### config.mk
export PLATFORM = sky130hd
export DESIGN_NAME = alu_cond_writeback
export DESIGN_NICKNAME = d
export VERILOG_FILES = /design/src/rtl/alu_cond_writeback.sv
export SDC_FILE = /design/constraint.sdc
export NUM_CORES = 1
export LEC_CHECK = 0
export CAP_MARGIN = 5
export CORE_UTILIZATION = 40
export CTS_CLUSTER_DIAMETER = 100
export DETAILED_ROUTE_END_ITERATION = 8
export HOLD_SLACK_MARGIN = 0.03
export PLACE_DENSITY = 0.7
export SLEW_MARGIN = 25
export SYNTH_ARGS = -nofsm -noshare
export SYNTH_HDL_FRONTEND = slang
export SYNTH_SLANG_ARGS = --single-unit
export TNS_END_PERCENT = 20
### constraint.sdc
create_clock -name clk -period 3.9 [get_ports clk]
set_clock_uncertainty 0.15 [all_clocks]
set_input_delay 0.78 -clock clk [delete_from_list [all_inputs] [get_ports clk]]
set_output_delay 0.78 -clock clk [all_outputs]
set_load 0.05 [all_outputs]
### src/rtl/alu_cond_writeback.sv
// alu_cond_writeback: condition check, NZCV flag register, skip counter and a
// 2-entry in-order FIFO feeding the register-file writeback port.
module alu_cond_writeback #(
    parameter int W = 16
) (
    input  logic         clk,
    input  logic         reset,
    input  logic         in_valid,
    output logic         in_ready,
    input  logic [W-1:0] alu_out,
    input  logic         co,
    input  logic         ovf,
    input  logic         n,
    input  logic         z,
    input  logic [3:0]   cond,
    input  logic         set_flags,
    input  logic         reg_write,
    input  logic [3:0]   rd,
    output logic         out_valid,
    input  logic         out_ready,
    output logic [W-1:0] wb_data,
    output logic [3:0]   wb_rd,
    output logic         wb_we,
    output logic [3:0]   flags,
    output logic [7:0]   skip_count
);

    localparam int DEPTH = 2;

    logic [3:0]   flags_reg;
    logic [7:0]   skip_reg;
    logic [1:0]   count_reg;
    logic         wr_ptr_reg;
    logic         rd_ptr_reg;
    logic [W-1:0] data_mem [DEPTH];
    logic [3:0]   rd_mem   [DEPTH];
    logic         we_mem   [DEPTH];

    logic cond_pass;
    logic push;
    logic pop;
    logic fn, fz, fc, fv;

    assign {fn, fz, fc, fv} = flags_reg;

    // Evaluate the condition code against the flags register as it stands
    // before this instruction's own update.
    always_comb begin
        cond_pass = 1'b0;
        case (cond)
            4'b0000: cond_pass = fz;
            4'b0001: cond_pass = !fz;
            4'b0010: cond_pass = fc;
            4'b0011: cond_pass = !fc;
            4'b0100: cond_pass = fn;
            4'b0101: cond_pass = !fn;
            4'b0110: cond_pass = fv;
            4'b0111: cond_pass = !fv;
            4'b1000: cond_pass = fc && !fz;
            4'b1001: cond_pass = !fc || fz;
            4'b1010: cond_pass = (fn == fv);
            4'b1011: cond_pass = (fn != fv);
            4'b1100: cond_pass = !fz && (fn == fv);
            4'b1101: cond_pass = fz || (fn != fv);
            4'b1110: cond_pass = 1'b1;
            default: cond_pass = 1'b0;
        endcase
    end

    // Full FIFO blocks input even if the head is being consumed this cycle.
    assign in_ready  = (count_reg != 2'd2);
    assign out_valid = (count_reg != 2'd0);
    assign push      = in_valid && in_ready;
    assign pop       = out_valid && out_ready;

    assign wb_data    = data_mem[rd_ptr_reg];
    assign wb_rd      = rd_mem[rd_ptr_reg];
    assign wb_we      = out_valid && we_mem[rd_ptr_reg];
    assign flags      = flags_reg;
    assign skip_count = skip_reg;

    // Flag register: only a passing flag-setting instruction updates it.
    always_ff @(posedge clk or posedge reset) begin
        if (reset) begin
            flags_reg <= 4'b0000;
        end else if (push && cond_pass && set_flags) begin
            flags_reg <= {n, z, co, ovf};
        end
    end

    // Saturating count of accepted instructions whose condition failed.
    always_ff @(posedge clk or posedge reset) begin
        if (reset) begin
            skip_reg <= 8'd0;
        end else if (push && !cond_pass && (skip_reg != 8'hFF)) begin
            skip_reg <= skip_reg + 8'd1;
        end
    end

    // FIFO pointers and occupancy; simultaneous push and pop keeps the count.
    always_ff @(posedge clk or posedge reset) begin
        if (reset) begin
            count_reg  <= 2'd0;
            wr_ptr_reg <= 1'b0;
            rd_ptr_reg <= 1'b0;
        end else begin
            if (push) wr_ptr_reg <= !wr_ptr_reg;
            if (pop)  rd_ptr_reg <= !rd_ptr_reg;
            case ({push, pop})
                2'b10:   count_reg <= count_reg + 2'd1;
                2'b01:   count_reg <= count_reg - 2'd1;
                default: count_reg <= count_reg;
            endcase
        end
    end

    // Per-entry storage; failed instructions are stored with we cleared so
    // program order through writeback is preserved.
    for (genvar gi = 0; gi < DEPTH; gi++) begin : g_entry
        always_ff @(posedge clk or posedge reset) begin
            if (reset) begin
                data_mem[gi] <= '0;
                rd_mem[gi]   <= 4'd0;
                we_mem[gi]   <= 1'b0;
            end else if (push && (wr_ptr_reg == 1'(gi))) begin
                data_mem[gi] <= alu_out;
                rd_mem[gi]   <= rd;
                we_mem[gi]   <= reg_write && cond_pass;
            end
        end
    end

endmodule

==> qor.csv <==
stage,metric,value,unit
placement,gpl congestion,0.853,
worst_setup_path,crit start category,register,
worst_setup_path,slowest cell on the critical path,clkdlybuf4s50_1,
timing,Slew @ Worst Pin,520,ps
worst_setup_path,R2R depth,6,
pwr,Leak Pwr,1.56,nW
die,Vert. Die Dim,85.6,um
grt,global-route wire length before repair,9270,um
layout,max FFs per register,32,
logic_synthesis,Mapped Cells,210,
clock_network,CTS HTree Levels,3,
worst_setup_path,peak fanout along the critical path,12,
worst_setup_path,Critical Path AT,2350,ps
die,Die ar.,7330,um2
layout,number of diodes,0,
die,I/O pin count,69,
timing,post-route setup slack,622,ps
timing,endpoints failing setup,0,
logic_synthesis,top cell type by total area after synthesis,dfrtp_1,
clock_network,# hold bufs at CTS,0,
clock_network,clk root buf,clkbuf_8,
worst_setup_path,Critical Path Sink Type,primary output,
pwr,Pwr Total,3.75,mW
layout,fillers,593,
worst_setup_path,WP data required,2970,ps
grt,largest net degree at the start of global routing,21,
layout,"most common cell after layout, fill and taps aside",clkdlybuf4s50_1,
layout,fin cells,371,
clock_network,clk sinks,58,
die,Placement Rows,30,
die,Initial Util,41.4,%
worst_setup_path,"slowest stage delay, CP",710,ps
timing,Slew HR,65.2,%
timing,Fin. Hold Viols,0,
layout,Layout Area Growth over Synthesis,34.3,%
grt,vias in the first global route,1941,
routing,Initial DRC Count,43,
layout,most frequent cells in the layout,"clkdlybuf4s50_1, mux2_2, dfrtp_1",
logic_synthesis,"Async S/R FF share, synth",100,%
clock_network,CTS tree,yes,
flow_run,maximum capacitance violations,0,
die,Die Wd,85.6,um
routing,drt via density,5.04,
placement,PortBufs,68,
logic_synthesis,top post-synthesis cells by area,"dfrtp_1, mux2_2, xor2_1, mux2_4, xnor2_1",
logic_synthesis,ys flop type,dfrtp_1,
routing,post-DR wirelength/cell,15.2,um
timing,Hold Slack,338,ps
timing,Setup TNS,0,ps
logic_synthesis,Synthesis Warnings,0,
logic_synthesis,"EDFF count, synth",0,
placement,DP Area,3590,um2
clock_network,post-cts resize count,0,
worst_hold_path,worst hold path type,reg -> reg,
worst_setup_path,kind of critical path,reg -> out,
outcome,status,completed,
grt,total congestion overflow,0,
routing,Post-Route WL,5640,um
logic_synthesis,Syn Nets,246,
logic_synthesis,Netlist cell types,35,
routing,Vias,1870,
placement,DP Worst Slack,681,ps
logic_synthesis,post-synthesis register bit count,58,
layout,final net count,322,
worst_hold_path,hold depth,2,
placement,dpl hpwl,4040,um
grt,initial antenna violation count,0,
timing,unrepaired setup endpoints after global routing,no,
clock_network,postcts setup bufs,0,
worst_setup_path,CP cell instances,buf_4 -> mux2_2 -> clkdlybuf4s50_1,
pwr,VDD IR max,637,uV
layout,Finished Core Util,55.6,%
clock_network,clk slew on worst S/H paths,70,ps
grt,all-layer global routing usage,16.5,%
die,core area,6760,um2
clock_network,Max clock buf depth,2,
timing,Fmax,0.305,GHz
logic_synthesis,"Seq/Total Area, Yosys",51.9,%
layout,Top reg by flops,data_mem,
layout,"Design Area, Final",3760,um2
routing,post-route antenna net violation count,0,
timing,part of the cycle the worst path needs,84.1,%
routing,first-pass iteration count of the detailed router,4,
logic_synthesis,mean post-synth cell area,13.3,um2
layout,layout cells sized above 1,32.6,%
routing,DRC,0,
clock_network,CTS buffer count,9,
logic_synthesis,Yosys top cell area share,51.9,%
placement,placed insts,355,
logic_synthesis,Mapped Area,2800,um2
clock_network,clock latency on the worst-skew pair,320,ps
timing,Final Critical Period,3280,ps
timing,fin. max-slew vios,0,
pwr,PD cells,998,nW/um2
==> cell type report <==
class                   instances  area (um2)  area share [%]
clock buffers                  11         141            3.76
clock inverters                 5        30.0           0.799
inverters                       4        15.0           0.400
multi-input cells             139        1290            34.4
flip-flops and latches         58        1450            38.6
well taps                      80         100            2.66
repair buffers                 74         726            19.3
==> synthesized netlist by cell type (2+ instances only) <==
cell,number
nand2b_1,4
nor3b_1,3
nor2_1,9
o21ai_0,6
nand2_1,5
dfrtp_1,58
mux2_4,4
mux2_2,62
nor3_1,4
xnor2_1,5
buf_2,4
a31oi_1,2
a21oi_1,3
inv_1,4
ha_1,2
nor2b_1,2
buf_1,4
xor2_1,8
nor4b_1,2
nand3_1,4
==> cells by family after synthesis <==
group	Yosys count	share of synthesized area (%)
xor gates and xnor gates	13	4.07
muxes	67	27.5
buffers and inverters	13	1.97
and+or+nand+nor	37	7.29
adders and majority gates	2	0.894
DFF	58	51.9
AOI/OAI and AO/OA	20	6.44
==> critical path, delay by kind of cell, from the launching register on <==
kind / cells / cell delay (ps)
buffers and inverters: 2 / 1020
muxes: 1 / 350
DFF: 1 / 650
==> power breakdown <==
part           leakage [nW]  switching (mW)  internal (mW)
clock network        0.0851           0.229          0.244
logic                 0.776            1.24          0.924
registers             0.694           0.218          0.897
==> final timing paths <==
path | slack (ps) | endpoint | startpoint
max in group asynchronous | 2340 | data_mem[4]$_DFFE_PP0P_ | reset
worst max register to register | 1620 | skip_count[6]$_DFFE_PP0P_ | flags[3]$_DFFE_PP0P_
min in group asynchronous | 630 | data_mem[18]$_DFFE_PP0P_ | reset
worst min-delay path | 340 | we_mem[0]$_DFFE_PP0P_ | we_mem[0]$_DFFE_PP0P_
worst min register to register | 340 | we_mem[0]$_DFFE_PP0P_ | we_mem[0]$_DFFE_PP0P_
worst max-delay path | 620 | wb_data[11] | rd_ptr_reg$_DFFE_PP0P_
==> layer usage <==
layer / routed length [um] / GRT usage, % / part of all wire (%) / vias to the layer above
met2: 2590 / 25.5 / 46 / 48
met1: 2600 / 21.2 / 46 / 914
li1: - / - / - / 904
met3: 415 / 5.49 / 7.4 / 4
met5: 0 / 0 / 0 / -
met4: 40 / 7.27 / 0.71 / 0
(Power assumes the default switching activity.)
